===== src/rtl/cpu_pkg.sv =====
// Shared CPU definitions: requester owner encoding, default bus widths, opcodes.
package cpu_pkg;

    // Memory owner encoding used by the arbiter's round-robin state
    typedef enum logic {
        OWNER_I = 1'b0,
        OWNER_D = 1'b1
    } owner_e;

    localparam int unsigned ADDR_W_DEF = 8;
    localparam int unsigned DATA_W_DEF = 32;

    // Base opcode field values (instr[6:0])
    localparam logic [6:0] OPC_LOAD   = 7'b0000011;
    localparam logic [6:0] OPC_STORE  = 7'b0100011;
    localparam logic [6:0] OPC_OP_IMM = 7'b0010011;
    localparam logic [6:0] OPC_OP     = 7'b0110011;
    localparam logic [6:0] OPC_BRANCH = 7'b1100011;
    localparam logic [6:0] OPC_JAL    = 7'b1101111;
    localparam logic [6:0] OPC_JALR   = 7'b1100111;
    localparam logic [6:0] OPC_LUI    = 7'b0110111;
    localparam logic [6:0] OPC_AUIPC  = 7'b0010111;
    localparam logic [6:0] OPC_AMO    = 7'b0101111;

endpackage


===== src/rtl/mem_arbiter.sv =====
// Single-port memory arbiter between instruction fetch and load/store.
// Round-robin on contention, one access per cycle, data-side lock for atomics.
module mem_arbiter
    import cpu_pkg::*;
#(
    parameter int unsigned ADDR_W = ADDR_W_DEF,
    parameter int unsigned DATA_W = DATA_W_DEF
) (
    input  logic                clk,
    input  logic                resetn,
    // Fetch port
    input  logic                i_req,
    input  logic [ADDR_W-1:0]   i_addr,
    output logic                i_gnt,
    output logic                i_rvalid,
    output logic [DATA_W-1:0]   i_rdata,
    // Load/store port
    input  logic                d_req,
    input  logic                d_we,
    input  logic [DATA_W/8-1:0] d_wmask,
    input  logic [ADDR_W-1:0]   d_addr,
    input  logic [DATA_W-1:0]   d_wdata,
    input  logic                d_lock,
    output logic                d_gnt,
    output logic                d_rvalid,
    output logic [DATA_W-1:0]   d_rdata,
    // Memory side
    output logic                mem_en,
    output logic [DATA_W/8-1:0] mem_we,
    output logic [ADDR_W-1:0]   mem_addr,
    output logic [DATA_W-1:0]   mem_wdata,
    input  logic [DATA_W-1:0]   mem_rdata
);

    owner_e r_last_owner;
    logic   r_lock_active;
    logic   r_rv_i;
    logic   r_rv_d;

    logic   w_i_gnt;
    logic   w_d_gnt;

    // Grant decision: data wins when fetch idle, lock held, or fetch had the last turn
    always_comb begin
        w_i_gnt = 1'b0;
        w_d_gnt = 1'b0;
        if (resetn) begin
            w_d_gnt = d_req & (~i_req | r_lock_active | (r_last_owner == OWNER_I));
            w_i_gnt = i_req & ~r_lock_active & (~d_req | (r_last_owner == OWNER_D));
        end
    end

    // Memory command from the winner; a zero-mask store is an access with no writes
    always_comb begin
        mem_en    = w_i_gnt | w_d_gnt;
        mem_we    = '0;
        mem_addr  = i_addr;
        mem_wdata = d_wdata;
        if (w_d_gnt) begin
            mem_addr = d_addr;
            if (d_we) begin
                mem_we = d_wmask;
            end
        end
    end

    // Ownership, lock and read-return tracking; reset drops any in-flight read
    always_ff @(posedge clk) begin
        if (!resetn) begin
            r_last_owner  <= OWNER_D;
            r_lock_active <= 1'b0;
            r_rv_i        <= 1'b0;
            r_rv_d        <= 1'b0;
        end else begin
            if (w_i_gnt) begin
                r_last_owner <= OWNER_I;
            end else if (w_d_gnt) begin
                r_last_owner <= OWNER_D;
            end
            r_lock_active <= d_lock & (r_lock_active | w_d_gnt);
            r_rv_i        <= w_i_gnt;
            r_rv_d        <= w_d_gnt & ~d_we;
        end
    end

    assign i_gnt    = w_i_gnt;
    assign d_gnt    = w_d_gnt;
    assign i_rvalid = r_rv_i;
    assign d_rvalid = r_rv_d;
    assign i_rdata  = mem_rdata;
    assign d_rdata  = mem_rdata;

endmodule


===== config.mk =====
export PLATFORM = sky130hd
export DESIGN_NAME = mem_arbiter
export DESIGN_NICKNAME = d
export VERILOG_FILES = /design/src/rtl/cpu_pkg.sv /design/src/rtl/mem_arbiter.sv
export SDC_FILE = /design/constraint.sdc
export NUM_CORES = 1
export LEC_CHECK = 0
export ABC_AREA = 1
export CAP_MARGIN = 20
export CORE_ASPECT_RATIO = 0.6
export CORE_UTILIZATION = 20
export CTS_CLUSTER_SIZE = 25
export DETAILED_ROUTE_END_ITERATION = 7
export HOLD_SLACK_MARGIN = 0.06
export PLACE_DENSITY = 0.82
export RECOVER_POWER = 100
export SLEW_MARGIN = 0
export SYNTH_ARGS = -nofsm -noshare
export SYNTH_HDL_FRONTEND = slang
export SYNTH_SLANG_ARGS = --single-unit

===== constraint.sdc =====
create_clock -name clk -period 1.7 [get_ports clk]
set_clock_uncertainty 0.2 [all_clocks]
set_input_delay 0.34 -clock clk [delete_from_list [all_inputs] [get_ports clk]]
set_output_delay 0.34 -clock clk [all_outputs]
set_load 0.1 [all_outputs]

==> key figures <==
Synthesis
  • Primary FF master, synth: dfxtp_1
  • #FFs+latches synth: 4
  • Asr flop ratio synth: 0
  • Post-Syn Area: 1070 sq um
  • Top cells by area, synth: buf_4 67%, dfxtp_1 7.5%, nand2_1 7.0%, nand3_1 3.7%, nand2_2 2.3%
  • Leading area contributor after synthesis: buf_4
  • Number of distinct library cells after synthesis: 15
  • Post-synth top cells: 96 x buf_4, 20 x nand2_1, 8 x nand3_1
  • Number of synthesized flops with an enable pin: 0
  • Seq/Total Area, Yosys: 0.0747
  • Leading cell type by number of instances after synthesis: buf_4
  • Syn nets: 241
  • Syn Inst Count: 151
  • Yosys warning total: 0
  • Syn Area/Cell: 7.10 sq um
  • Share of the synthesized area in the top cell type: 0.672

Power
  • Lkg Pwr: 0.525 nW
  • VDD IR max: 0.215 mV
  • Pwr Density: 617 nW/um^2

Floorplan
  • I/O pin count: 203
  • Die width: 96.5 um
  • # rows: 20
  • Initial core utilization: 0.210
  • Die Height: 58.7 um
  • Die ar.: 5670 sq um
  • Core area: 5100 sq um

Setup path
  • Crit-path most repeated cell: buf_12
  • Worst endpoint required time: 1160 ps
  • Crit path max-delay family: buffers and inverters
  • CP Buf/Inv Count: 3
  • Critical Path AT: 1260 ps
  • Maximum fanout along the worst path: 8
  • Setup Crit Path Kind: register to output pin
  • Setup crit start kind: register
  • CP max-delay cell: dfxtp_2
  • CP endpoint kind: output pin
  • CP Cell Sequence: inv_2, nand3_4, buf_12, nand3_2, nand2_2, buf_12
  • Crit path largest cell delay: 310 ps

GRT
  • Met3 GRT Util: 0.127
  • Largest net degree at the start of global routing: 9
  • Routing usage on met2: 0.0915
  • Grt met1 use: 0.0773
  • GRT overflow: 0
  • Layer with the highest usage: met3
  • Vias in the first global route: 640
  • Total GRT Usage: 0.0831
  • Global-route wire length before repair: 3.34 mm
  • Initial antenna violation count: 0

Flow run
  • Max-cap violations: 0

Cells and area
  • Core Util, Final: 0.254
  • Fraction of layout cells with a size suffix above 1: 0.639
  • N_diodes: 0
  • Final cell count without fillers: 174
  • NumNets Final: 200
  • Area growth syn-to-layout: 20.8%

Drt
  • Via density: 3.77
  • DRT antenna net count: 0
  • DR iter-0 viols: 31
  • WL/cell: 14.8 um
  • DRC: 0
  • Final wirelength: 2.57 mm
  • First-pass DRT Iterations: 2
  • Vias: 656

STA
  • Max Freq: 556 MHz
  • Fin Setup TNS: -809 ps
  • Tcrit/Tclk final: 1.06
  • Unrepaired setup endpoints after global routing: yes
  • Final Max Slew Viols: 0
  • Post-layout min period: 1800 ps
  • Final WS setup: -99.1 ps
  • # setup viols final: 15
  • Final hold violations: 0
  • Slew @ Worst Pin: 544 ps
  • Max-Slew Margin vs Limit: 0.639

Outcome
  • Status: finished with violations
  • Failing checks: negative setup slack

Clock tree
  • Worst-skew pair later-pin latency: 210 ps
  • Clock transition at the registers of the reported paths: 30 ps
  • CTS tree: built
  • H-tree levels: 1
  • Clock Sink Count: 4
  • Clock root buffer: clkbuf_8
  • Max clock buf depth: 2
  • CTS buffer count: 3

Place
  • Post-Place Cells: 167
  • Count of port buffers added during placement: 42
  • Gpl congestion: 0.631

Hold path
  • Worst min-delay path class: input pin to register
-- final cells by class --
class	count	area, sq um
sequential	4	82.6
tap	66	82.6
multi-input combinational	44	403
fill	549	3810
timing repair buffer	50	647
inverter	7	38.8
clock buffer	3	41.3
-- path summary, 6_finish.rpt --
kind	slack, ps	end	from	cells after the start
worst max register to register	270	r_lock_active$_SDFF_PN0_	r_lock_active$_SDFF_PN0_	7
worst max-delay path	-100	mem_addr[2]	r_lock_active$_SDFF_PN0_	6
worst min register to register	320	r_last_owner$_SDFFE_PN1P_	r_last_owner$_SDFFE_PN1P_	2
worst min-delay path	320	r_lock_active$_SDFF_PN0_	resetn	3
-- tightest hold or removal path, cell delays in order --
cell             delay [ps]
clkdlybuf4s15_1         200
nand2_1                 110
a21oi_4                  30
-- state kept, by name (all words and copies together) (netlist names) --
signal and cells:
i_rvalid 1, d_rvalid 1, r_lock_active 1, r_last_owner 1
-- report_power, final --
group / internal, mW / switching, mW
registers: 0.100 / 0.00333
clock network: 0.151 / 0.0446
logic: 0.193 / 0.307
-- routing by layer --
layer / up-vias / share of wire
met5: - / 0
met4: 0 / 0.0039
met3: 2 / 0.25
met2: 101 / 0.42
met1: 275 / 0.32
li1: 278 / -
-- cells by family (layout without fill, tap and decap cells) --
group / Yosys count / after routing / share of synthesized area
simple gates: 40 / 41 / 0.179
compound gates: 3 / 3 / 0.0268
flops: 4 / 4 / 0.0747
buf+inv: 104 / 60 / 0.720
-- per-stage QoR --
step	area [sq um]	setup WS, ps	power, mW	hold WS (ps)
final	1290	-99.1	0.799	318
after global placement	1110	-450	0.564	312
after global routing	1290	-135	0.834	327
after CTS	1290	-114	0.810	318
after floorplan	1140	-56.1	1.44	212
after detailed placement	1110	-469	0.568	340
-- timing repair --
item / in CTS / in global routing
hold buffers: 0 / 0
buffers inserted: 3 / 0
pin swaps: 16 / 3
setup endpoints to repair: 15 / 15
gates cloned: 1 / 0
gates resized for setup: 35 / 8
-- cell usage in the layout, fill, tap and decap left out, types with 3 or more instances in the layout --
cell type,Yosys,final
clkdlybuf4s50_1,0,17
clkbuf_8,0,3
clkdlybuf4s15_1,0,3
nor2_4,0,4
nand2_1,20,7
buf_12,1,17
buf_4,96,6
dlygate4sd2_1,0,3
nand3_2,0,5
nand2_4,1,5
nand2_2,4,12
nand3_4,1,4
Power figures use the tool's default switching activity.
